### src/rtl/sap_alu_pkg.sv
// Shared types and constants for the SAP-1 arithmetic unit.
package sap_alu_pkg;

    localparam int WIDTH_C     = 8;
    localparam int MUL_ITERS_C = 8;
    localparam int CNT_W_C     = $clog2(MUL_ITERS_C);

    typedef enum logic [1:0] {
        IDLE = 2'd0,
        MUL  = 2'd1,
        DONE = 2'd2
    } state_t;

    // Add or subtract with the carry-out kept in the top bit.
    // Subtract is A + ~B + 1, so a carry-out of 1 means no borrow.
    function automatic logic [WIDTH_C:0] add_sub(
        input logic [WIDTH_C-1:0] a,
        input logic [WIDTH_C-1:0] b,
        input logic               su
    );
        logic [WIDTH_C-1:0] b_op;
        b_op = su ? ~b : b;
        return {1'b0, a} + {1'b0, b_op} + {{WIDTH_C{1'b0}}, su};
    endfunction

endpackage

### src/rtl/sap_alu_if.sv
// Operand, strobe and result bundle between the SAP-1 controller and the ALU.
interface sap_alu_if
    import sap_alu_pkg::*;
#(
    parameter int WIDTH = WIDTH_C
);
    logic [WIDTH-1:0] a_in;
    logic [WIDTH-1:0] b_in;
    logic             Su;
    logic             Lu_bar;
    logic             Mul_bar;
    logic             Eu;
    logic [WIDTH-1:0] data_out;
    logic             bus_oe;
    logic             cf;
    logic             zf;
    logic             busy;
    logic             done;

    // Controller side: drives operands and strobes, observes result and status.
    modport master (
        output a_in, b_in, Su, Lu_bar, Mul_bar, Eu,
        input  data_out, bus_oe, cf, zf, busy, done
    );

    // ALU side.
    modport slave (
        input  a_in, b_in, Su, Lu_bar, Mul_bar, Eu,
        output data_out, bus_oe, cf, zf, busy, done
    );
endinterface

### src/rtl/sap_shift_add_mul.sv
// Iterative unsigned shift-add multiplier; one partial product per step.
module sap_shift_add_mul
    import sap_alu_pkg::*;
#(
    parameter int WIDTH = WIDTH_C
) (
    input  logic               CLK,
    input  logic               CLR_bar,
    input  logic               load,
    input  logic               step,
    input  logic [WIDTH-1:0]   mcand_in,
    input  logic [WIDTH-1:0]   mplier_in,
    output logic [2*WIDTH-1:0] product_nxt,
    output logic               last_step
);

    logic [2*WIDTH-1:0] mcand;
    logic [WIDTH-1:0]   mplier;
    logic [2*WIDTH-1:0] product;
    logic [CNT_W_C-1:0] count;

    // Product after the current step; the top latches this on the final step
    // so the last partial product lands in R on the same edge.
    always_comb begin
        product_nxt = mplier[0] ? (product + mcand) : product;
        last_step   = (count == CNT_W_C'(MUL_ITERS_C - 1));
    end

    // Operand capture on load, then shift multiplicand left and multiplier right per step.
    always_ff @(posedge CLK or negedge CLR_bar) begin
        if (!CLR_bar) begin
            mcand   <= '0;
            mplier  <= '0;
            product <= '0;
            count   <= '0;
        end else if (load) begin
            mcand   <= {{WIDTH{1'b0}}, mcand_in};
            mplier  <= mplier_in;
            product <= '0;
            count   <= '0;
        end else if (step) begin
            mcand   <= mcand << 1;
            mplier  <= mplier >> 1;
            product <= product_nxt;
            count   <= count + 1'b1;
        end
    end

endmodule

### src/rtl/sap_alu.sv
// SAP-1 registered ALU: single-cycle add/sub and 8-step multiply driving the W bus.
//
//   state | meaning
//   IDLE  | accepts latch (Lu_bar) and multiply (Mul_bar) commands
//   MUL   | multiplier iterating, busy high, strobes ignored
//   DONE  | result in R, done high for this one cycle, then IDLE
module sap_alu
    import sap_alu_pkg::*;
#(
    parameter int WIDTH = WIDTH_C
) (
    input  logic     CLK,
    input  logic     CLR_bar,
    sap_alu_if.slave alu
);

    state_t             state;
    logic [WIDTH-1:0]   r_q;
    logic               cf_q;
    logic               zf_q;
    logic               busy_q;
    logic               done_q;
    logic [WIDTH:0]     sum;
    logic               mul_load;
    logic               mul_step;
    logic               mul_last;
    logic [2*WIDTH-1:0] prod_nxt;

    // Datapath decode: the adder result and multiplier control from current state.
    always_comb begin
        sum      = add_sub(alu.a_in, alu.b_in, alu.Su);
        mul_load = (state == IDLE) && !alu.Mul_bar;
        mul_step = (state == MUL);
    end

    sap_shift_add_mul #(
        .WIDTH (WIDTH)
    ) u_mul (
        .CLK         (CLK),
        .CLR_bar     (CLR_bar),
        .load        (mul_load),
        .step        (mul_step),
        .mcand_in    (alu.a_in),
        .mplier_in   (alu.b_in),
        .product_nxt (prod_nxt),
        .last_step   (mul_last)
    );

    // Sequencer: owns R, the flags and the busy/done status registers.
    always_ff @(posedge CLK or negedge CLR_bar) begin
        if (!CLR_bar) begin
            state  <= IDLE;
            r_q    <= '0;
            cf_q   <= 1'b0;
            zf_q   <= 1'b0;
            busy_q <= 1'b0;
            done_q <= 1'b0;
        end else begin
            case (state)
                IDLE: begin
                    // Multiply wins over a simultaneous latch strobe.
                    if (!alu.Mul_bar) begin
                        state  <= MUL;
                        busy_q <= 1'b1;
                    end else if (!alu.Lu_bar) begin
                        r_q  <= sum[WIDTH-1:0];
                        cf_q <= sum[WIDTH];
                        zf_q <= (sum[WIDTH-1:0] == '0);
                    end
                end
                MUL: begin
                    if (mul_last) begin
                        r_q    <= prod_nxt[WIDTH-1:0];
                        cf_q   <= (prod_nxt[2*WIDTH-1:WIDTH] != '0);
                        zf_q   <= (prod_nxt[WIDTH-1:0] == '0);
                        state  <= DONE;
                        busy_q <= 1'b0;
                        done_q <= 1'b1;
                    end
                end
                DONE: begin
                    state  <= IDLE;
                    done_q <= 1'b0;
                end
                default: begin
                    state  <= IDLE;
                    busy_q <= 1'b0;
                    done_q <= 1'b0;
                end
            endcase
        end
    end

    // Output drive; the bus enable is a straight pass of Eu.
    always_comb begin
        alu.data_out = r_q;
        alu.cf       = cf_q;
        alu.zf       = zf_q;
        alu.busy     = busy_q;
        alu.done     = done_q;
        alu.bus_oe   = alu.Eu;
    end

endmodule

### src/flat_wrapper.sv
// flat-port wrapper written by rule: the top's interface ports become plain ports
module sap_alu_flat import sap_alu_pkg::*;
#(
    parameter int WIDTH = WIDTH_C
)
  (CLK, CLR_bar, alu_a_in, alu_b_in, alu_Su, alu_Lu_bar, alu_Mul_bar, alu_Eu, alu_data_out, alu_bus_oe, alu_cf, alu_zf, alu_busy, alu_done);
  sap_alu_if #(.WIDTH(WIDTH)) alu_i ();
  input  logic CLK;
  input  logic CLR_bar;
  input wire logic [$bits(alu_i.a_in)-1:0] alu_a_in;
  input wire logic [$bits(alu_i.b_in)-1:0] alu_b_in;
  input wire logic [$bits(alu_i.Su)-1:0] alu_Su;
  input wire logic [$bits(alu_i.Lu_bar)-1:0] alu_Lu_bar;
  input wire logic [$bits(alu_i.Mul_bar)-1:0] alu_Mul_bar;
  input wire logic [$bits(alu_i.Eu)-1:0] alu_Eu;
  output wire logic [$bits(alu_i.data_out)-1:0] alu_data_out;
  output wire logic [$bits(alu_i.bus_oe)-1:0] alu_bus_oe;
  output wire logic [$bits(alu_i.cf)-1:0] alu_cf;
  output wire logic [$bits(alu_i.zf)-1:0] alu_zf;
  output wire logic [$bits(alu_i.busy)-1:0] alu_busy;
  output wire logic [$bits(alu_i.done)-1:0] alu_done;
  assign alu_i.a_in = alu_a_in;
  assign alu_i.b_in = alu_b_in;
  assign alu_i.Su = alu_Su;
  assign alu_i.Lu_bar = alu_Lu_bar;
  assign alu_i.Mul_bar = alu_Mul_bar;
  assign alu_i.Eu = alu_Eu;
  assign alu_data_out = alu_i.data_out;
  assign alu_bus_oe = alu_i.bus_oe;
  assign alu_cf = alu_i.cf;
  assign alu_zf = alu_i.zf;
  assign alu_busy = alu_i.busy;
  assign alu_done = alu_i.done;
  sap_alu #(.WIDTH(WIDTH)) u_core (.CLK(CLK), .CLR_bar(CLR_bar), .alu(alu_i));
endmodule
### config.mk
export PLATFORM = sky130hd
export DESIGN_NAME = sap_alu_flat
export DESIGN_NICKNAME = d
export VERILOG_FILES = /design/src/rtl/sap_alu_pkg.sv /design/src/rtl/sap_alu_if.sv /design/src/rtl/sap_shift_add_mul.sv /design/src/rtl/sap_alu.sv /design/src/flat_wrapper.sv
export SDC_FILE = /design/constraint.sdc
export NUM_CORES = 1
export LEC_CHECK = 0
export CORE_ASPECT_RATIO = 0.5
export CORE_MARGIN = 1.5
export CORE_UTILIZATION = 25
export DETAILED_ROUTE_END_ITERATION = 10
export HOLD_SLACK_MARGIN = 0.1
export PLACE_DENSITY = 0.5
export SYNTH_ARGS = -nofsm -noshare
export SYNTH_HDL_FRONTEND = slang
export SYNTH_SLANG_ARGS = --single-unit
### constraint.sdc
create_clock -name CLK -period 4.6 [get_ports CLK]
set_input_delay 0.92 -clock CLK [delete_from_list [all_inputs] [get_ports CLK]]
set_output_delay 0.92 -clock CLK [all_outputs]
set_load 0.01 [all_outputs]
==> impl_metrics.yaml, run 1 <==
critical_path:
  worstReg2RegEnd: "u_core.alu.cf$_DFFE_PN0P_"
  critPathMaxFanout: 8
  critical_path_class: "input port to register"
  worst_reg2reg_setup_slack_ps: 1300
  required_ps: 4860
  timing.rr.start: "u_core.u_mul.mcand[0]$_DFFE_PN0P_"
  arrival_time_of_the_worst_setup_path_ps: 3690
  start_kind: "input port"
  critPathCaptureType: "register"
  r2r.worst_path.cells: 11
floorplanning:
  die_h_um: 89.2
  die_width_um: 175
  design.core.area_um2: 14500
  top_level_ports: 35
  start_util: 0.256
  placementRows: 31
  fp.dieArea_um2: 15700
worst_hold_path:
  cells_on_worst_hold_path: 2
  min-delay-path-class: "register to register"
  whs_endpoint: "u_core.u_mul.mplier[1]$_DFFE_PN0P_"
  hold_path.startpoint: "u_core.u_mul.mplier[1]$_DFFE_PN0P_"
timing:
  min_period_ps: 3420
  fin_worst_skew_ps: 5.94
  final_worst_path_period_share: 0.744
  finalSetupViolCount: 0
  max_slew_margin: 0.486
  peak_freq_mhz: 292
  worst_hold_slack_ps: 487
  final_count_of_pins_violating_max_slew: 0
  tightest_slew_ps: 772
  setup_repair_after_global_routing_missed_its_margin: "false"
  fin_setup_tns_ps: 0
  hold_viol_final: 0
cells_and_area:
  layout-area-overhead-vs-synth_pct: 22.2
  num_antenna_cells: 0
  final_layout_size_suffix_gt1_frac: 0.0808
  final_cell_count_no_fill: 631
  net_count_final: 476
synthesis:
  ys_types: 58
  synth_edf_count: 0
  synthesis.area_um2: 3720
  postSynth.asyncResetShare: 1.00
  synthesis.instances: 404
  synthFlopType: "dfrtp_1"
  synth.area.top_cells: "dfrtp_1 (38%), ha_1 (8.1%), o21ai_0 (4.7%), nand2_1 (4.6%), xor2_1 (3.5%)"
  synth.yosys.warnings: 0
  synth_seq_cells: 57
  post_synthesis_sequential_area_ratio: 0.384
  synth.net_count: 452
  post-synth-top-area-fraction: 0.384
  syn-mean-instance-area_um2: 9.20
  yosys.area.top_type: "dfrtp_1"
clock_network:
  cts.htree.levels: 3
  clock_transition_time_at_the_flip_flop_clock_pins_of_the_worst_setup_and_hold_paths_ps: 50
  postCtsHoldBufs: 0
  tritoncts: "built"
  cts-root-buf: "clkbuf_16"
  clk_latency_ps: 330
  cts.path.max_buffers: 2
  num_cts_buffers: 9
  cts_repair_resize_count: 0
  cts.sinks: 57
  post_cts_buffers: 0
routing:
  drt-pass1-iter-count: 4
  routed_via_density: 4.92
  drt_iter0_drc: 215
  detailroute.via_count: 3102
  wl_um: 10000
  average_detailed_routed_wire_length_per_instance_um: 15.9
  drc: 0
  ant_nets: 0
placement:
  placement.io_buffers: 32
  place_congestion: 0.800
  dpl.hpwl_um: 7300
  dp_cells: 615
pwr:
  share_comb_of_total_power: 0.455
  sequentialPowerShare: 0.297
  p_int_mw: 1.77
  power.static_leakage_nw: 2.02
  power.density_cell_area_nw_per_um2: 640
  power.share.clock: 0.249
  ir_drop_mv: 0.218
  switching_power_mw: 1.14
  power.share.switching: 0.391
  post-layout-total-power_mw: 2.91
global_routing:
  grt-ovfl-total: 0
  antenna_found_initial: 0
  grt.total_usage: 0.139
  grt_pass1_wl_um: 16600
  grt_pass1_vias: 3027
  maximum_number_of_pins_on_one_net_before_global_route_repair: 30
status:
  run_status: "complete, no violations"
job:
  maxCapViolations: 0
==> per-stage QoR <==
step / utilization / area [um2] / setup WS [ps]
2_1_floorplan: - / 3720 / 1630
3_3_place_gp: 0.291 / 4220 / 893
3_5_place_dp: 0.291 / 4220 / 831
4_1_cts: 0.313 / 4550 / 1170
5_1_grt: 0.313 / 4550 / 969
6_report: 0.313 / 4550 / 1180
==> layout by cell type, fill, tap and decap left out, types with 3 or more instances in the layout <==
master / count
nor2_1: 28
o21a_1: 4
xnor2_1: 6
nand4_1: 3
o31ai_1: 3
inv_1: 9
a21o_1: 17
a21oi_2: 3
a22oi_1: 16
a211oi_1: 4
nand2_1: 46
xor2_1: 15
ha_1: 24
nor2b_1: 6
clkbuf_16: 9
o21ai_0: 35
or3_1: 3
and3_1: 4
buf_4: 6
a32o_1: 3
nand3_1: 5
o31a_1: 3
clkdlybuf4s50_1: 31
a21oi_1: 23
nand2b_1: 4
a31oi_1: 6
mux2i_1: 4
clkbuf_8: 5
a22o_1: 13
o21ai_1: 3
dfrtp_1: 57
==> logic make-up after synthesis <==
logic type | share of synthesized area
AO/OA/AOI/OAI | 0.278
XOR/XNOR | 0.0538
adder cells (fa/ha/maj) | 0.0915
buffers and inverters | 0.0394
flip-flops | 0.384
multiplexers | 0.0209
AND/OR/NAND/NOR | 0.133
==> cells in the mapped netlist, types with 5 or more instances <==
cell type / count
a22o_1: 13
o21ai_0: 35
xor2_1: 15
a21oi_1: 23
clkbuf_1: 17
ha_1: 24
nor2b_1: 6
a31oi_1: 6
nand2_1: 46
inv_1: 9
a21o_1: 17
nand3_1: 5
xnor2_1: 6
a22oi_1: 16
nor2_1: 28
dfrtp_1: 57
==> state kept, by name (all words and copies together) (netlist names) <==
| name | cells |
|---|---|
| u_core.u_mul.mplier | 8 |
| u_core.alu.data_out | 8 |
| u_core.alu.cf | 1 |
| u_core.alu.zf | 1 |
| u_core.u_mul.count | 3 |
| u_core.alu.busy | 1 |
| u_core.alu.done | 1 |
| u_core.u_mul.mcand | 16 |
| u_core.u_mul.product | 16 |
| u_core.state | 2 |
==> worst max path at each step <==
| stage | from | end | slack [ps] | cells past startpoint |
|---|---|---|---|---|
| floorplan | alu_Su | u_core.alu.zf$_DFFE_PN0P_ | 1630 | 11 |
| global placement | alu_Su | u_core.alu.cf$_DFFE_PN0P_ | 890 | 11 |
| detailed placement | alu_Su | u_core.alu.zf$_DFFE_PN0P_ | 830 | 11 |
| CTS | alu_Su | u_core.alu.zf$_DFFE_PN0P_ | 1170 | 11 |
| global route | alu_Su | u_core.alu.zf$_DFFE_PN0P_ | 970 | 11 |
| finish | alu_Su | u_core.alu.zf$_DFFE_PN0P_ | 1180 | 11 |
==> power groups by stage <==
stage	Sequential, mW	Clock, mW	Combinational, mW
after global placement	0.872	0	1.32
after detailed placement	0.869	0	1.33
after global routing	0.892	0.765	1.48
after floorplan	0.835	0	0.940
final	0.863	0.723	1.32
after CTS	0.865	0.733	1.33
==> layout make-up <==
cell class	instances	area, um2
well taps	198	248
inverters	10	37.5
repair buffers	38	360
flip-flops and latches	57	1430
clock buffers	15	298
clock inverters	1	30.0
fillers	1544	9960
multi-input cells	312	2150
==> worst max-delay path, stage by stage <==
cell             delay (ps)
clkdlybuf4s50_1         710
xor2_1                  300
ha_1                    300
and3_1                  150
a221o_1                 360
o31ai_4                 200
a21oi_2                 100
xnor2_2                 120
nand2_1                  80
nor4_1                  300
a221o_1                 150
==> per-layer routing <==
metal / vias to the layer above / global-route usage / wire, um
li1: 1540 / - / -
met1: 1500 / 0.187 / 5060
met2: 58 / 0.222 / 4570
met3: 4 / 0.0378 / 339
met4: 0 / 0.0357 / 52
met5: - / 0 / 0
Power figures use the tool's default switching activity.
==> run 2: changes to the inputs <==
==> constraint.sdc (replaced) <==
create_clock -name CLK -period 3.3 [get_ports CLK]
set_input_delay 0.66 -clock CLK [delete_from_list [all_inputs] [get_ports CLK]]
set_output_delay 0.66 -clock CLK [all_outputs]
set_load 0.01 [all_outputs]
==> run 2 against run 1 <==
Against the previous run:
- first-iteration DRC count down 12%
- via count hardly changed
- highest routed layer unchanged
- total power increased by 36%
- cell count grew 1.7%
- register-to-register slack lost 1100 ps
- worst hold slack got worse by 220 ps
- clock skew up 1.3 ps
- critical endpoint is now u_core.alu.cf$_DFFE_PN0P_
- setup slack got worse by 960 ps
==> impl_metrics.yaml, run 2 (synthesis results as in run 1) <==
status:
  run_status: "complete, no violations"
worst_hold_path:
  min-delay-path-class: "input port to async pin"
cells_and_area:
  final_cell_mix: "dfrtp_1 (57), nand2_1 (46), o21ai_0 (35)"
  post-route-util: 0.318
  filler_cell_count: 1543
  layout_commonest_cell: "dfrtp_1"
  final_layout_size_suffix_gt1_frac: 0.117
  layout-area-overhead-vs-synth_pct: 24.2
  largest_registers: "u_core.u_mul.mcand x16, u_core.u_mul.product x16"
  net_count_final: 490
  num_antenna_cells: 0
global_routing:
  maximum_number_of_pins_on_one_net_before_global_route_repair: 43
  grt_pass1_vias: 3079
  antenna_found_initial: 0
  grt-ovfl-total: 0
  grt_pass1_wl_um: 16700
  grt.total_usage: 0.140
clock_network:
  postCtsHoldBufs: 0
  cts.path.max_buffers: 2
  cts.htree.levels: 3
  cts-root-buf: "clkbuf_16"
  num_cts_buffers: 9
  clock_transition_time_at_the_flip_flop_clock_pins_of_the_worst_setup_and_hold_paths_ps: 50
  cts.sinks: 57
  clk_latency_ps: 330
  tritoncts: "built"
  post_cts_buffers: 0
critical_path:
  cpPeakStageDelay_ps: 400
  r2r.worst_path.cells: 12
  worstReg2RegEnd: "u_core.alu.cf$_DFFE_PN0P_"
  cp_cell_sequence: "ha_2 -> inv_1 -> fa_1 -> nand2b_2 -> a211oi_2 -> and3b_1 -> o31ai_2 -> xor2_1 -> mux2_2 -> nor4bb_4 -> buf_4 -> a31oi_1"
  critical_path_class: "register to register"
  required_ps: 3500
  number_of_buffer_and_inverter_instances_along_the_worst_setup_path: 2
  critPathCaptureType: "register"
  cp_num_cells: 12
  start_kind: "register"
  critPathMaxFanout: 4
  arrival_time_of_the_worst_setup_path_ps: 3280
  worst_reg2reg_setup_slack_ps: 220
  cp_top_family: "simple AND/OR/NAND/NOR gates"
  crit_slowest_cell: "dfrtp_1"
  timing.rr.start: "u_core.u_mul.mcand[0]$_DFFE_PN0P_"
routing:
  routed_via_density: 4.83
  average_detailed_routed_wire_length_per_instance_um: 15.9
  ant_nets: 0
  detailroute.via_count: 3100
  wl_um: 10200
  drc: 0
  drt_iter0_drc: 189
  drt-pass1-iter-count: 4
timing:
  final_worst_path_period_share: 0.933
  hold_viol_final: 0
  fin_worst_skew_ps: 7.25
  final_count_of_pins_violating_max_slew: 0
  worst_hold_slack_ps: 269
  setup_repair_after_global_routing_missed_its_margin: "false"
  min_period_ps: 3080
  peak_freq_mhz: 325
  max_slew_margin: 0.585
  finalSetupViolCount: 0
  tightest_slew_ps: 623
placement:
  place_congestion: 0.822
  placement.io_buffers: 32
  dpl.hpwl_um: 7510
floorplanning:
  top_level_ports: 35
  die_h_um: 89.2
  design.core.area_um2: 14500
  start_util: 0.256
  die_width_um: 175
  placementRows: 31
  fp.dieArea_um2: 15700
pwr:
  power.static_leakage_nw: 2.06
  power.density_cell_area_nw_per_um2: 855
  ir_drop_mv: 0.272
job:
  maxCapViolations: 0
run 2: how the worst max path moves through the flow:
stage                                      startpoint                   endpoint  slack, ps
floorplan                                      alu_Su  u_core.alu.zf$_DFFE_PN0P_        590
global placement    u_core.u_mul.mcand[0]$_DFFE_PN0P_  u_core.alu.cf$_DFFE_PN0P_        -60
detailed placement  u_core.u_mul.mcand[0]$_DFFE_PN0P_  u_core.alu.cf$_DFFE_PN0P_        -40
CTS                 u_core.u_mul.mcand[0]$_DFFE_PN0P_  u_core.alu.cf$_DFFE_PN0P_          8
global route        u_core.u_mul.mcand[0]$_DFFE_PN0P_  u_core.alu.cf$_DFFE_PN0P_          8
finish              u_core.u_mul.mcand[0]$_DFFE_PN0P_  u_core.alu.cf$_DFFE_PN0P_        220
run 2: report_power, final:
| part | internal [mW] | switching [mW] | total, mW | leakage, nW |
|---|---|---|---|---|
| Combinational | 0.856 | 1.07 | 1.93 | 1.19 |
| Clock | 0.513 | 0.307 | 0.821 | 0.124 |
| Sequential | 0.976 | 0.226 | 1.20 | 0.739 |
run 2: routing by layer:
layer	GRT usage	vias up	wire (um)
li1	-	1559	-
met1	0.188	1485	5310
met2	0.222	47	4470
met3	0.0353	9	329
met4	0.0505	0	116
met5	0	-	0
run 2: area by class of cell:
type	count	area, um2	area share
clock inverters	1	5.00	0.00108
clock buffers	12	246	0.0534
flip-flops and latches	57	1430	0.309
well taps	198	248	0.0537
multi-input cells	312	2190	0.474
repair buffers	52	465	0.101
inverters	10	37.5	0.00813
run 2: worst register-to-register path, stage by stage, from the launching register on:
cell and delay, ps:
dfrtp_1 400, ha_2 230, inv_1 50, fa_1 400, nand2b_2 240, a211oi_2 180, and3b_1 240, o31ai_2 290
xor2_1 100, mux2_2 310, nor4bb_4 290, buf_4 150, a31oi_1 70
run 2: stage by stage:
stage               cells  power [mW]  cell area, um2  setup TNS [ps]  setup WS (ps)
floorplan             404        2.47            3720               0            589
global placement      629        3.10            4320           -63.7          -63.7
detailed placement    629        3.11            4320           -36.9          -36.9
CTS                   642        3.96            4580               0           7.55
global route          642        4.29            4620               0           8.12
finish                642        3.95            4620               0            221
run 2: what timing repair did:
action / 4_1_cts / 5_1_grt
pin swaps: 0 / 1
hold endpoints to repair: 0 / 0
resized for setup: 1 / 8
setup endpoints to repair: 1 / 1
